===== src/rtl/mult_hilo_sequencer.sv =====
// Multi-cycle 32x32 MULT/MULTU sequencer with architectural HI/LO registers.
// A single 16x16 combinational multiplier is time-shared over four partial-product
// states; a final FIX state applies the sign and commits the result to HI/LO.

module multiplier_16x16 (
    input  logic [15:0] x,
    input  logic [15:0] y,
    output logic [31:0] p
);

    // Unsigned 16x16 -> 32-bit product
    always_comb begin
        p = 32'(x) * 32'(y);
    end

endmodule

module mult_hilo_sequencer #(
    parameter bit SIGNED_EN = 1'b1,
    parameter bit FAST_ZERO = 1'b0
) (
    input  logic        clk,
    input  logic        reset_n,
    input  logic        start,
    input  logic        is_signed,
    input  logic [31:0] a,
    input  logic [31:0] b,
    input  logic        hi_we,
    input  logic        lo_we,
    input  logic [31:0] wdata,
    output logic        busy,
    output logic        done,
    output logic [31:0] hi,
    output logic [31:0] lo
);

    typedef enum logic [2:0] {StIdle, StP0, StP1, StP2, StP3, StFix} state_e;

    state_e      state_q, state_d;
    logic [31:0] a_mag_q, a_mag_d;
    logic [31:0] b_mag_q, b_mag_d;
    logic        neg_q, neg_d;
    logic        zero_q, zero_d;
    logic [63:0] acc_q, acc_d;
    logic [31:0] hi_q, hi_d;
    logic [31:0] lo_q, lo_d;
    logic        busy_q, busy_d;
    logic        done_q, done_d;

    logic        signed_op;
    logic [31:0] a_abs, b_abs;
    logic [15:0] mul_x, mul_y;
    logic [31:0] prod;
    logic [63:0] result;

    // Operand half selection: P2/P3 use the high half of a, P1/P3 the high half of b
    always_comb begin
        mul_x = ((state_q == StP2) || (state_q == StP3)) ? a_mag_q[31:16] : a_mag_q[15:0];
        mul_y = ((state_q == StP1) || (state_q == StP3)) ? b_mag_q[31:16] : b_mag_q[15:0];
    end

    multiplier_16x16 u_mul (
        .x (mul_x),
        .y (mul_y),
        .p (prod)
    );

    // Operand magnitudes and sign-corrected final result
    always_comb begin
        signed_op = SIGNED_EN && is_signed;
        // |0x80000000| wraps to 0x80000000, which is the correct unsigned magnitude
        a_abs     = (signed_op && a[31]) ? (~a + 32'd1) : a;
        b_abs     = (signed_op && b[31]) ? (~b + 32'd1) : b;
        result    = neg_q ? (~acc_q + 64'd1) : acc_q;
    end

    // Next-state logic for the sequencer and HI/LO
    always_comb begin
        state_d = state_q;
        a_mag_d = a_mag_q;
        b_mag_d = b_mag_q;
        neg_d   = neg_q;
        zero_d  = zero_q;
        acc_d   = acc_q;
        hi_d    = hi_q;
        lo_d    = lo_q;
        busy_d  = busy_q;
        done_d  = 1'b0;

        unique case (state_q)
            StIdle: begin
                // MTHI/MTLO only land while idle; a same-cycle start overwrites later
                if (hi_we) hi_d = wdata;
                if (lo_we) lo_d = wdata;
                if (start) begin
                    a_mag_d = a_abs;
                    b_mag_d = b_abs;
                    neg_d   = signed_op && (a[31] ^ b[31]);
                    zero_d  = (a == 32'd0) || (b == 32'd0);
                    acc_d   = 64'd0;
                    busy_d  = 1'b1;
                    state_d = StP0;
                end
            end
            StP0: begin
                acc_d   = acc_q + {32'd0, prod};
                // A zero operand makes every partial product zero; skip straight to FIX
                state_d = (FAST_ZERO && zero_q) ? StFix : StP1;
            end
            StP1: begin
                acc_d   = acc_q + {16'd0, prod, 16'd0};
                state_d = StP2;
            end
            StP2: begin
                acc_d   = acc_q + {16'd0, prod, 16'd0};
                state_d = StP3;
            end
            StP3: begin
                acc_d   = acc_q + {prod, 32'd0};
                state_d = StFix;
            end
            StFix: begin
                hi_d    = result[63:32];
                lo_d    = result[31:0];
                done_d  = 1'b1;
                busy_d  = 1'b0;
                state_d = StIdle;
            end
            default: begin
                state_d = StIdle;
                busy_d  = 1'b0;
            end
        endcase
    end

    // State registers; reset aborts any multiply in flight
    always_ff @(posedge clk or negedge reset_n) begin
        if (!reset_n) begin
            state_q <= StIdle;
            a_mag_q <= 32'd0;
            b_mag_q <= 32'd0;
            neg_q   <= 1'b0;
            zero_q  <= 1'b0;
            acc_q   <= 64'd0;
            hi_q    <= 32'd0;
            lo_q    <= 32'd0;
            busy_q  <= 1'b0;
            done_q  <= 1'b0;
        end else begin
            state_q <= state_d;
            a_mag_q <= a_mag_d;
            b_mag_q <= b_mag_d;
            neg_q   <= neg_d;
            zero_q  <= zero_d;
            acc_q   <= acc_d;
            hi_q    <= hi_d;
            lo_q    <= lo_d;
            busy_q  <= busy_d;
            done_q  <= done_d;
        end
    end

    assign busy = busy_q;
    assign done = done_q;
    assign hi   = hi_q;
    assign lo   = lo_q;

endmodule


===== config.mk =====
export PLATFORM = sky130hd
export DESIGN_NAME = mult_hilo_sequencer
export DESIGN_NICKNAME = d
export VERILOG_FILES = /design/src/rtl/mult_hilo_sequencer.sv
export SDC_FILE = /design/constraint.sdc
export NUM_CORES = 1
export LEC_CHECK = 0
export CAP_MARGIN = 20
export CORE_MARGIN = 8
export CORE_UTILIZATION = 57
export DETAILED_ROUTE_END_ITERATION = 10
export GPL_ROUTABILITY_DRIVEN = 0
export PLACE_DENSITY = 0.73
export SYNTH_ARGS = -nofsm -noshare
export SYNTH_HDL_FRONTEND = slang
export SYNTH_HIERARCHICAL = 1
export SYNTH_SLANG_ARGS = --single-unit

===== constraint.sdc =====
create_clock -name clk -period 14.15 [get_ports clk]
set_input_delay 2.1225 -clock clk [delete_from_list [all_inputs] [get_ports clk]]
set_output_delay 2.1225 -clock clk [all_outputs]
set_load 0.05 [all_outputs]

==> After elaboration in Yosys (flattened, before gate mapping) <==
Cells that the tools add are included.
{ "totals": {"mem_bits_rw": 0, "rom_bits": 0, "latch_bits": 0, "wordCells": 60, "ff_bits": 198, "n_memories": 0} }
{ "classes": {"shift": 0, "mux": 16, "eq_ne": 8, "addsub": 6, "div_mod_pow": 0, "reduce_logical": 15, "mul": 1, "n_lt_le_gt_ge": 0, "bitwise": 5} }
{ "ops": {"columns": ["op", "count"], "rows": [
  ["$pmux 64 s4", 1],
  ["$mux 32", 4],
  ["$mux 64", 2],
  ["$pmux 32 s2", 2],
  ["$add 32x1->32 const B", 2],
  ["$add 64x1->64 const B", 1],
  ["$add 64x32->64", 1],
  ["$add 64x48->64", 1],
  ["$add 64x64->64", 1],
  ["$not 32->32", 2],
  ["$not 64->64", 1],
  ["$mul 16x16->32", 1],
  ["$mux 16", 2],
  ["$pmux 3 s5", 1],
  ["$reduce_and 2->1", 5],
  ["$eq 3x2->1 const B", 2],
  ["$eq 3x3->1 const B", 2],
  ["$ne 2x2->1 const B", 3],
  ["$reduce_bool 4->1", 1],
  ["$reduce_or 4->1", 1],
  ["$eq 3x1->1 const B", 1],
  ["$logic_and 1x1->1", 3],
  ["$logic_not 3->1", 1],
  ["$mux 3", 1],
  ["other kinds (7)", 9]
]} }

==> Longest topological paths before layout <==
{ "depth": {"word_depth": 6, "mapped_depth": 39} }

==> Modules after synthesis <==
Netlist, hierarchy kept.
{ "by_module_without_submodules": {"columns": ["mod", "area_per_inst_um2", "seq_area_each_um2", "instances", "cells_each"], "rows": [
  ["mult_hilo_sequencer", 17490.5, 4954.8, 1, 2185],
  ["multiplier_16x16", 8505.7, 0.0, 1, 977]
]} }

==> Worst setup path after synthesis <==
Ideal clock, no wire load.
{ "synth_timing": {"kind": "register to register", "startpoint": "reg state_q[1]", "endpoint": "reg acc_q[63]", "n_path_buf": 5, "t_arrival_ns": 9.438, "period_less_slack_ns": 9.571, "path_slack_ns": 4.579, "path_stages_with_launch": 38, "setup_time_ns": 0.133, "cell_sequence": "dfrtp_1 -> clkbuf_1 -> nand2b_1 -> clkbuf_1 -> a21oi_1 -> clkbuf_1 -> mux2_2 -> clkbuf_1 -> and2_1 -> fa_1 -> inv_1 -> fa_1 -> fa_1 -> fa_1 -> inv_1 -> fa_1 -> inv_1 -> fa_1 -> [... 2 more ...] -> o21ai_0 -> o21ai_0 -> o211ai_2 -> o311ai_2 -> a21oi_2 -> o21a_1 -> o21ai_0 -> ha_1 -> clkbuf_1 -> a21o_1 -> a21o_1 -> a21oi_1 -> nand3b_1 -> a311oi_1 -> nor3_1 -> mux2_2 -> a221oi_1 -> nand3_1"} }
{ "synth_between": {"elab_chain_cells": 6, "word_cells_on_any_way": 18} }
{ "synth_rtl": {"columns": ["element", "line", "source"], "rows": [
  ["start: declaration", "39", "state_e state_q, state_d;"],
  ["start signal: assignment", "139", "state_q <= StIdle;"],
  ["start signal: assignment", "150", "state_q <= state_d;"],
  ["$eq 3x2->1 or $eq 3x3->1 (tied branches)", "59", "mul_y = ((state_q == StP1) || (state_q == StP3)) ? b_mag_q[31:16] : b_mag_q[15:0];"],
  ["$logic_or 1x1->1 (*)", "59", null],
  ["$mux 16 (*)", "59", null],
  ["via mul_y[5]", "52", "logic [15:0] mul_x, mul_y;"],
  ["$mul 16x16->32 (*)", "13", "p = 32'(x) * 32'(y);"],
  ["via prod[26]", "53", "logic [31:0] prod;"],
  ["$add 64x64->64 (tied with other cells)", "119", "acc_d = acc_q + {prod, 32'd0};"],
  ["$pmux 64 s4 (*)", "90", "unique case (state_q)"],
  ["end signal: assignment", "144", "acc_q <= 64'd0;"],
  ["end signal: assignment", "155", "acc_q <= acc_d;"],
  ["end: declaration", "44", "logic [63:0] acc_q, acc_d;"]
]} }
Mark *: on every way through the listed nets, which the timed path passes. The rest lies on a longest branch.
A chain may end at the register's enable or synchronous reset.

==> Worst setup path after layout <==
{ "layout_timing": {"startpoint": "reg state_q[1]", "endpoint": "reg acc_q[63]"} }
{ "layout_between": {"elab_chain_cells": 6, "word_cells_on_any_way": 18} }
{ "layout_rtl": {"columns": ["element", "line", "source"], "rows": [
  ["$eq 3x2->1 or $eq 3x3->1 (tied branches)", "58", "mul_x = ((state_q == StP2) || (state_q == StP3)) ? a_mag_q[31:16] : a_mag_q[15:0];"],
  ["$logic_or 1x1->1 (*)", "58", null],
  ["$mux 16 (*)", "58", null],
  ["via mul_x[7]", "52", null],
  ["$mul 16x16->32 (*)", "13", null],
  ["via prod[26]", "53", null],
  ["$add 64x64->64 (tied with other cells)", "119", null],
  ["$pmux 64 s4 (*)", "90", null]
]} }
Marks and branches as above.

==> out/results.ini <==
[setup_path]
endpoint_kind = flip-flop
cpMaxStageDelayCell = a311oi_1
critPathMaxFanout = 41
path_common_cell = fa_1
critPathArrivalTime_ps = 12060
worstPathRequired_ps = 14520
worstSetupPathType = reg2reg
start_kind = flip-flop
critPathMaxStageDelay_ps = 900

[hold_path]
holdCritPathClass = reg2reg

[floorplanning]
start_util_pct = 57.5
rows = 78
io_pins = 168
fp.dieW_um = 230
die_y_um = 230
core_area_mm2 = 0.0452
die-area_mm2 = 0.0527

[cells_and_area]
num-nets-final = 3699
final_cell_mix = nand2_1, o21ai_0, inv_1, ha_1
synthToLayoutAreaGrowth_pct = 9.82
diodes = 0
drive_above_1_share_pct = 3.80
final_common_cell = nand2_1

[timing]
finalCritPeriodShare_pct = 82.6
slew-limit-headroom_pct = 21.3
fin_crit_ps = 11690
tightestPinTransition_ps = 1170
finalClockSkew_ps = 21.8
setup_tns_ps = 0
setup_viol = 0
slew_viol_final = 0
grt_setup_unrepaired = no
max_freq_mhz = 85.6
hold_viol_final = 0

[job]
maxCapViolCount = 0

[routing]
drtAntennaViolNets = 0
detail_route.wl_per_cell_um = 21.3
drt_first_iter_violations = 2487
drt-total-wl_mm = 81.3
viasPerCell = 6.28
firstDrtPassIters = 8
vias = 23900
remaining_drc_errors = 0

[grt]
grt_pass1_vias = 23800
grt_max_degree = 129
grt_pass1_wl_mm = 128
grtUsageTotal_pct = 30.1
antenna_found_initial = 1
grt_remaining_overflow = 0

[outcome]
status = finished, final reports clean

[cts]
clk_pin_slew_ps = 80
cts_hold_buf = 0
insertion_delay_ps = 510
cts_tree = done
clockBufferDepth = 2
ctsResizeCount = 0
cts_setup_buffers = 0
clock-root-buffer = clkbuf_16
h-tree-depth = 4
cts_buffers = 17
cts.sinks = 198

[yosys]
synth_edf_count = 0
ys_ff_latch = 198
syn_inst = 3162
syn_area_per_cell_um2 = 8.22
synth.distinct_cells = 89
ys_seq_area_share_pct = 19.1
synth_fp_nets = 3663
synthFlopType = dfrtp_1
synth-async-reset-ratio_pct = 100
synth_area_mm2 = 0.0260
yosys_warnings = 6

[place]
io_buffers = 167
hpwlAfterDp_mm = 64.4

==> flip-flops by register name (all words and copies together) (netlist names) <==
signal	flops
busy	1
done	1
acc_q	64
lo	32
state_q	3
neg_q	1
b_mag_q	32
a_mag_q	32
hi	32
==> final timing paths <==
kind	start	end	depth (start not counted)	slack [ps]
setup / recovery	state_q[1]	acc_q[63]	34	2460
hold / removal	b_mag_q[17]	b_mag_q[17]	2	480
setup reg to reg	state_q[1]	acc_q[63]	34	2460
hold reg to reg	b_mag_q[17]	b_mag_q[17]	2	480
max in group asynchronous	reset_n	neg_q	2	11250
min in group asynchronous	reset_n	acc_q[58]	1	1630
==> layer usage <==
metal  wire length, um  vias to the layer above  track usage [%]
li1                  -                    11000                -
met1             31500                    11500             36.7
met2             39200                     1250             51.0
met3              7190                      238             6.45
met4              3370                        2             13.0
met5                 9                        -                0
==> kinds of logic after synthesis <==
kind of cell	Yosys count	share of synthesized area [%]
multiplexers	92	3.71
flip-flops	198	19.1
buffers and inverters	429	6.20
AND/OR/NAND/NOR	1018	18.8
AO/OA/AOI/OAI	779	19.0
adder cells (fa/ha/maj)	399	24.9
XOR/XNOR	247	8.32
==> per-stage QoR <==
stage | std cells | area, um^2 | worst slack [ps] | hold slack, ps | util (%)
2_1_floorplan | 3162 | 26000 | 4580 | 440 | -
4_1_cts | 3809 | 28500 | 2700 | 482 | 63.1
6_report | 3811 | 28500 | 2460 | 477 | 63.2
5_1_grt | 3811 | 28500 | 2040 | 508 | 63.2
3_3_place_gp | 3777 | 27900 | 2960 | 454 | 61.8
3_5_place_dp | 3777 | 27900 | 2750 | 465 | 61.8
==> worst max-delay path, delay by kind of cell, from the launching register on <==
family,cells,cell delay (ps)
AO/OA/AOI/OAI,12,3960
adder cells (fa/ha/maj),8,3840
AND/OR/NAND/NOR,7,1640
multiplexers,2,900
buffers and inverters,5,650
flip-flops,1,530
==> cell usage after synthesis (38+ instances only) <==
library cell / n / area [um^2]
nand2_1: 430 / 1610
o21ai_0: 271 / 1360
inv_1: 264 / 991
ha_1: 202 / 2530
dfrtp_1: 198 / 4950
fa_1: 197 / 3940
a21oi_1: 166 / 831
clkbuf_1: 151 / 567
xnor2_1: 146 / 1280
and2_1: 143 / 895
nor2_1: 136 / 510
xor2_1: 101 / 885
mux2i_1: 57 / 571
nand3_1: 52 / 260
nor3_1: 52 / 260
a21o_1: 38 / 285
==> final cells by class <==
| cell class | count | area [um^2] |
|---|---|---|
| clock buffers | 18 | 429 |
| repair buffers | 182 | 1810 |
| multi-input cells | 2535 | 19400 |
| inverters | 264 | 992 |
| flip-flops and latches | 198 | 4960 |
| well taps | 600 | 751 |
| fillers | 3883 | 16600 |
| clock inverters | 14 | 169 |
Power is not shown: default switching activity piles up to over one toggle a cycle in this logic, so the estimate is an artifact.
